`config.mk`:
```
export PLATFORM = sky130hd
export DESIGN_NAME = trace_drain_fifo
export DESIGN_NICKNAME = d
export VERILOG_FILES = /design/src/rtl/trace_drain_fifo.sv
export SDC_FILE = /design/constraint.sdc
export NUM_CORES = 2
export LEC_CHECK = 0
export ABC_AREA = 1
export CAP_MARGIN = 20
export CORE_MARGIN = 2
export CORE_UTILIZATION = 56
export DETAILED_ROUTE_END_ITERATION = 12
export GPL_TIMING_DRIVEN = 1
export MAX_ROUTING_LAYER = met4
export PLACE_DENSITY_LB_ADDON = 0.1
export SLEW_MARGIN = 20
export SYNTH_ARGS = -nofsm -noshare
export SYNTH_HDL_FRONTEND = slang
export SYNTH_SLANG_ARGS = --single-unit
```
`constraint.sdc`:
```
create_clock -name clk_i -period 11.15 [get_ports clk_i]
set_input_delay 2.23 -clock clk_i [delete_from_list [all_inputs] [get_ports clk_i]]
set_output_delay 2.23 -clock clk_i [all_outputs]
set_load 0.005 [all_outputs]
```
`src/rtl/trace_drain_fifo.sv`:
```
// Trace drain FIFO: buffers trace records tagged with a strobe sequence number,
// drops records on overflow and keeps a sticky overflow flag and a saturating drop count.
module trace_drain_fifo #(
  parameter int unsigned TRACE_WIDTH = 128,
  parameter int unsigned DEPTH       = 16,
  parameter int unsigned CNT_WIDTH   = 16
) (
  input  logic                     clk_i,
  input  logic                     rst_i,
  input  logic                     trace_ready_i,
  input  logic [TRACE_WIDTH-1:0]   trace_i,
  input  logic                     clear_i,
  output logic                     out_valid_o,
  input  logic                     out_ready_i,
  output logic [TRACE_WIDTH-1:0]   out_data_o,
  output logic [CNT_WIDTH-1:0]     out_seq_o,
  output logic [$clog2(DEPTH):0]   level_o,
  output logic                     overflow_o,
  output logic [CNT_WIDTH-1:0]     drop_count_o
);

  localparam int unsigned AW = $clog2(DEPTH);
  localparam int unsigned LW = AW + 1;
  localparam logic [LW-1:0] L_FULL = LW'(DEPTH);

  logic [TRACE_WIDTH-1:0] r_data_mem [DEPTH];
  logic [CNT_WIDTH-1:0]   r_seq_mem  [DEPTH];
  logic [AW-1:0]          r_wptr;
  logic [AW-1:0]          r_rptr;
  logic [LW-1:0]          r_level;
  logic [CNT_WIDTH-1:0]   r_seq;
  logic                   r_overflow;
  logic [CNT_WIDTH-1:0]   r_drop_cnt;

  logic w_pop;
  logic w_push;
  logic w_full;
  logic w_drop;

  // Pop depends only on registered occupancy, so an empty FIFO never bypasses.
  always_comb begin
    w_full = (r_level == L_FULL);
    w_pop  = (r_level != '0) && out_ready_i;
    w_push = trace_ready_i && (!w_full || w_pop);
    w_drop = trace_ready_i && w_full && !w_pop;
  end

  always_ff @(posedge clk_i) begin
    if (w_push) begin
      r_data_mem[r_wptr] <= trace_i;
      r_seq_mem[r_wptr]  <= r_seq;
    end
  end

  always_ff @(posedge clk_i) begin
    if (rst_i) begin
      r_wptr     <= '0;
      r_rptr     <= '0;
      r_level    <= '0;
      r_seq      <= '0;
      r_overflow <= 1'b0;
      r_drop_cnt <= '0;
    end else begin
      if (w_push) r_wptr <= r_wptr + AW'(1);
      if (w_pop)  r_rptr <= r_rptr + AW'(1);
      case ({w_push, w_pop})
        2'b10:   r_level <= r_level + LW'(1);
        2'b01:   r_level <= r_level - LW'(1);
        default: r_level <= r_level;
      endcase
      if (trace_ready_i) r_seq <= r_seq + CNT_WIDTH'(1);
      // A drop in the same cycle as clear_i wins and restarts the count at one.
      if (w_drop) begin
        r_overflow <= 1'b1;
        if (clear_i)
          r_drop_cnt <= CNT_WIDTH'(1);
        else if (r_drop_cnt != '1)
          r_drop_cnt <= r_drop_cnt + CNT_WIDTH'(1);
      end else if (clear_i) begin
        r_overflow <= 1'b0;
        r_drop_cnt <= '0;
      end
    end
  end

  always_comb begin
    out_valid_o  = (r_level != '0);
    out_data_o   = r_data_mem[r_rptr];
    out_seq_o    = r_seq_mem[r_rptr];
    level_o      = r_level;
    overflow_o   = r_overflow;
    drop_count_o = r_drop_cnt;
  end

endmodule

```
==> impl_metrics.json <==
{
  "status": "finished, final reports clean",
  "synth.most_common_cell": "edfxtp_1",
  "cts_sinks": 2354,
  "ir_drop_uv": 178.7,
  "ys_async_sr_fraction_pct": 0,
  "cts_tree": "done",
  "leakagePower_nw": 32.67,
  "clockRootBuffer": "clkbuf_16",
  "crit_path_end_kind": "output pin",
  "dp_hpwl_microns": 106300,
  "crit_chain": "buf_4 -> buf_4 -> buf_4 -> o21ai_0 -> o221ai_1 -> nand3_1 -> nand2_1 -> clkdlybuf4s50_1",
  "hold_depth": 2,
  "finalNonFillerCells": 9092,
  "numCtsBuffers": 229,
  "synth_warnings": 0,
  "pin_count": 300,
  "drtAntennaViolNets": 0,
  "synth-main-ff-cell": "edfxtp_1",
  "totalNegativeSetupSlack_ns": 0,
  "slew-limit-headroom_pct": 6.291,
  "dp_cells": 8646,
  "vias": 56630,
  "crit_required_ns": 8.92,
  "setup_ws_ns": 3.262,
  "synthesis.area_sq_um": 90980,
  "cts_hold_buf": 0,
  "cpMostUsedCell": "buf_4",
  "holdWs_ns": 0.5076,
  "critPathKind": "reg -> out",
  "yosys-top-cells-count": "edfxtp_1 (2304), nor2_1 (1323), o21ai_0 (1208), o22ai_1 (422), clkbuf_1 (304)",
  "grt_pass1_vias": 54550,
  "syn_avg_cell_area_sq_um": 13.82,
  "yosysSeqAreaShare_pct": 77.14,
  "synth_nets": 6724,
  "cpPeakStageDelay_ns": 0.90,
  "die_h_microns": 407.1,
  "clk_latency_ns": 0.87,
  "power_density_nw_per_um2": 207.4,
  "grt_usage_pct": 28.69,
  "cts-htree-levels": 4,
  "gp_congestion": 0.7744,
  "critPathSlowestCell": "buf_4",
  "synthCells": 6582,
  "final-setup-viol-count": 0,
  "synth_top_area_share_pct": 76.04,
  "max_freq_mhz": 126.8,
  "cts_resized": 0,
  "die_w_microns": 407.1,
  "pre_cts_ws_ns": 4.191,
  "hold_path_class": "reg -> reg",
  "rsz0062_at_grt": "no",
  "coreArea_sq_um": 160900,
  "grt_max_degree": 293,
  "synth-edff-count": 2304,
  "fin_worst_skew_ns": 0.05234,
  "grt_overflow": 0,
  "area_delta_synth_final_pct": 13.01,
  "first_pass_iters": 5,
  "drc": 0,
  "worstPathArrival_ns": 5.66,
  "worst_slew_pin_slew_ns": 1.406,
  "r2r_cells": 10,
  "drt-vias-per-instance": 6.228,
  "rows": 147,
  "synth_top_cells_by_area": "edfxtp_1 (76%), o21ai_0 (6.6%), nor2_1 (5.5%)",
  "nets": 6859,
  "finalCritPeriodShare_pct": 70.75,
  "synth_top_area_cell": "edfxtp_1",
  "ys_ff_latch": 2354,
  "antenna_found_initial": 22,
  "wl_per_cell_microns": 25.59,
  "path_depth": 8,
  "clock_path_buffers": 3,
  "initial_core_util_pct": 56.53,
  "slew_violations": 0,
  "cts_setup_buffers": 0,
  "maxCapViolations": 0,
  "finalHoldViolCount": 0,
  "synth.distinct_cells": 40,
  "clkSlewWorstSetupHoldPaths_ns": 0.06,
  "portBuffers": 299,
  "routed_wirelength_microns": 232700,
  "crit_family": "buffers and inverters",
  "grt_first_pass_wirelength_microns": 344300,
  "drive_gt1_share_pct": 6.254,
  "min_period_ns": 7.888,
  "drt_iter0_markers": 6610,
  "critPathMaxFanout": 89,
  "cp.buffers_inverters": 4,
  "die_area_sq_um": 165700,
  "p_total_mw": 21.33,
  "worstSetupStartpointType": "register"
}
-- registers in the layout, indices dropped and copies added, names as in the netlist, named ones only --
| signal | flops |
|---|---|
| level_o | 5 |
| r_rptr | 4 |
| drop_count_o | 16 |
| overflow_o | 1 |
| r_wptr | 4 |
| r_data_mem | 2048 |
| r_seq_mem | 256 |
| r_seq | 16 |
-- where the power goes --
group,leakage [nW],total [mW],internal [mW],switching [mW]
Clock,3.50,7.43,4.19,3.24
Combinational,7.84,3.93,1.37,2.55
Sequential,21.3,9.97,9.89,0.0719
-- kinds of logic after synthesis --
group,synth area share [%]
adder cells (fa/ha/maj),0.1238
AO/OA/AOI/OAI,13.36
AND/OR/NAND/NOR,6.604
buffers and inverters,2.595
flip-flops,77.14
XOR/XNOR,0.03850
multiplexers,0.1320
-- final cells by class --
cell class / instances / area, sq um
Antenna cell: 24 / 60.06
Sequential cell: 2354 / 70200
Timing Repair Buffer: 385 / 3829
Fill cell: 11810 / 58110
Inverter: 63 / 277.8
Tap cell: 2160 / 2703
Clock buffer: 295 / 6102
Clock inverter: 127 / 1096
Multi-Input combinational cell: 3684 / 18560
-- tightest hold or removal path: cells and delay by family, from the launching register on --
kind / cells / cell delay (ns)
compound gates: 1 / 0.07
buf+inv: 1 / 0.06
flops: 1 / 0.34
-- routing by layer --
| metal | vias up | GRT usage, % | part of all wire [%] |
|---|---|---|---|
| met4 | 0 | 7.102 | 2.0 |
| met5 | - | - | 0 |
| met3 | 361 | 4.674 | 7.6 |
| li1 | 25330 | - | - |
| met1 | 28720 | 39.60 | 42 |
| met2 | 2218 | 45.13 | 48 |
-- stage by stage --
step / cell area (sq um) / utilization (%)
finish: 102800 / 63.89
global route: 102800 / 63.88
CTS: 102800 / 63.85
detailed placement: 95560 / 59.38
global placement: 95530 / 59.36
floorplan: 90980 / -
-- worst paths after layout --
kind / startpoint / to / slack [ns]
worst max-delay path: register / out_seq_o[11] / 3.26
worst min register to register: r_rptr[2]$_SDFFE_PP0N_ / register / 0.51
worst max register to register: level_o[0]$_SDFFE_PP0P_ / r_data_mem[9][126]$_DFFE_PP_ / 7.14
worst min-delay path: r_rptr[2]$_SDFFE_PP0N_ / register / 0.51
-- placed cells by master, fill, tap and decap left out, types with 15 or more instances in the layout --
cell type / instances
bufinv_16: 15
nand2_1: 126
clkinv_2: 30
clkinv_1: 64
inv_1: 57
o22ai_1: 422
o211ai_1: 78
nor2_1: 1307
o221ai_1: 218
nand3_1: 62
o21ai_1: 131
clkbuf_16: 232
clkbuf_1: 57
clkdlybuf4s50_1: 299
o21ai_0: 1208
buf_4: 70
dfxtp_1: 46
edfxtp_1: 2304
nor2_4: 17
a21oi_1: 36
diode_2: 24
Note: power is estimated with default switching activity, not from simulation.
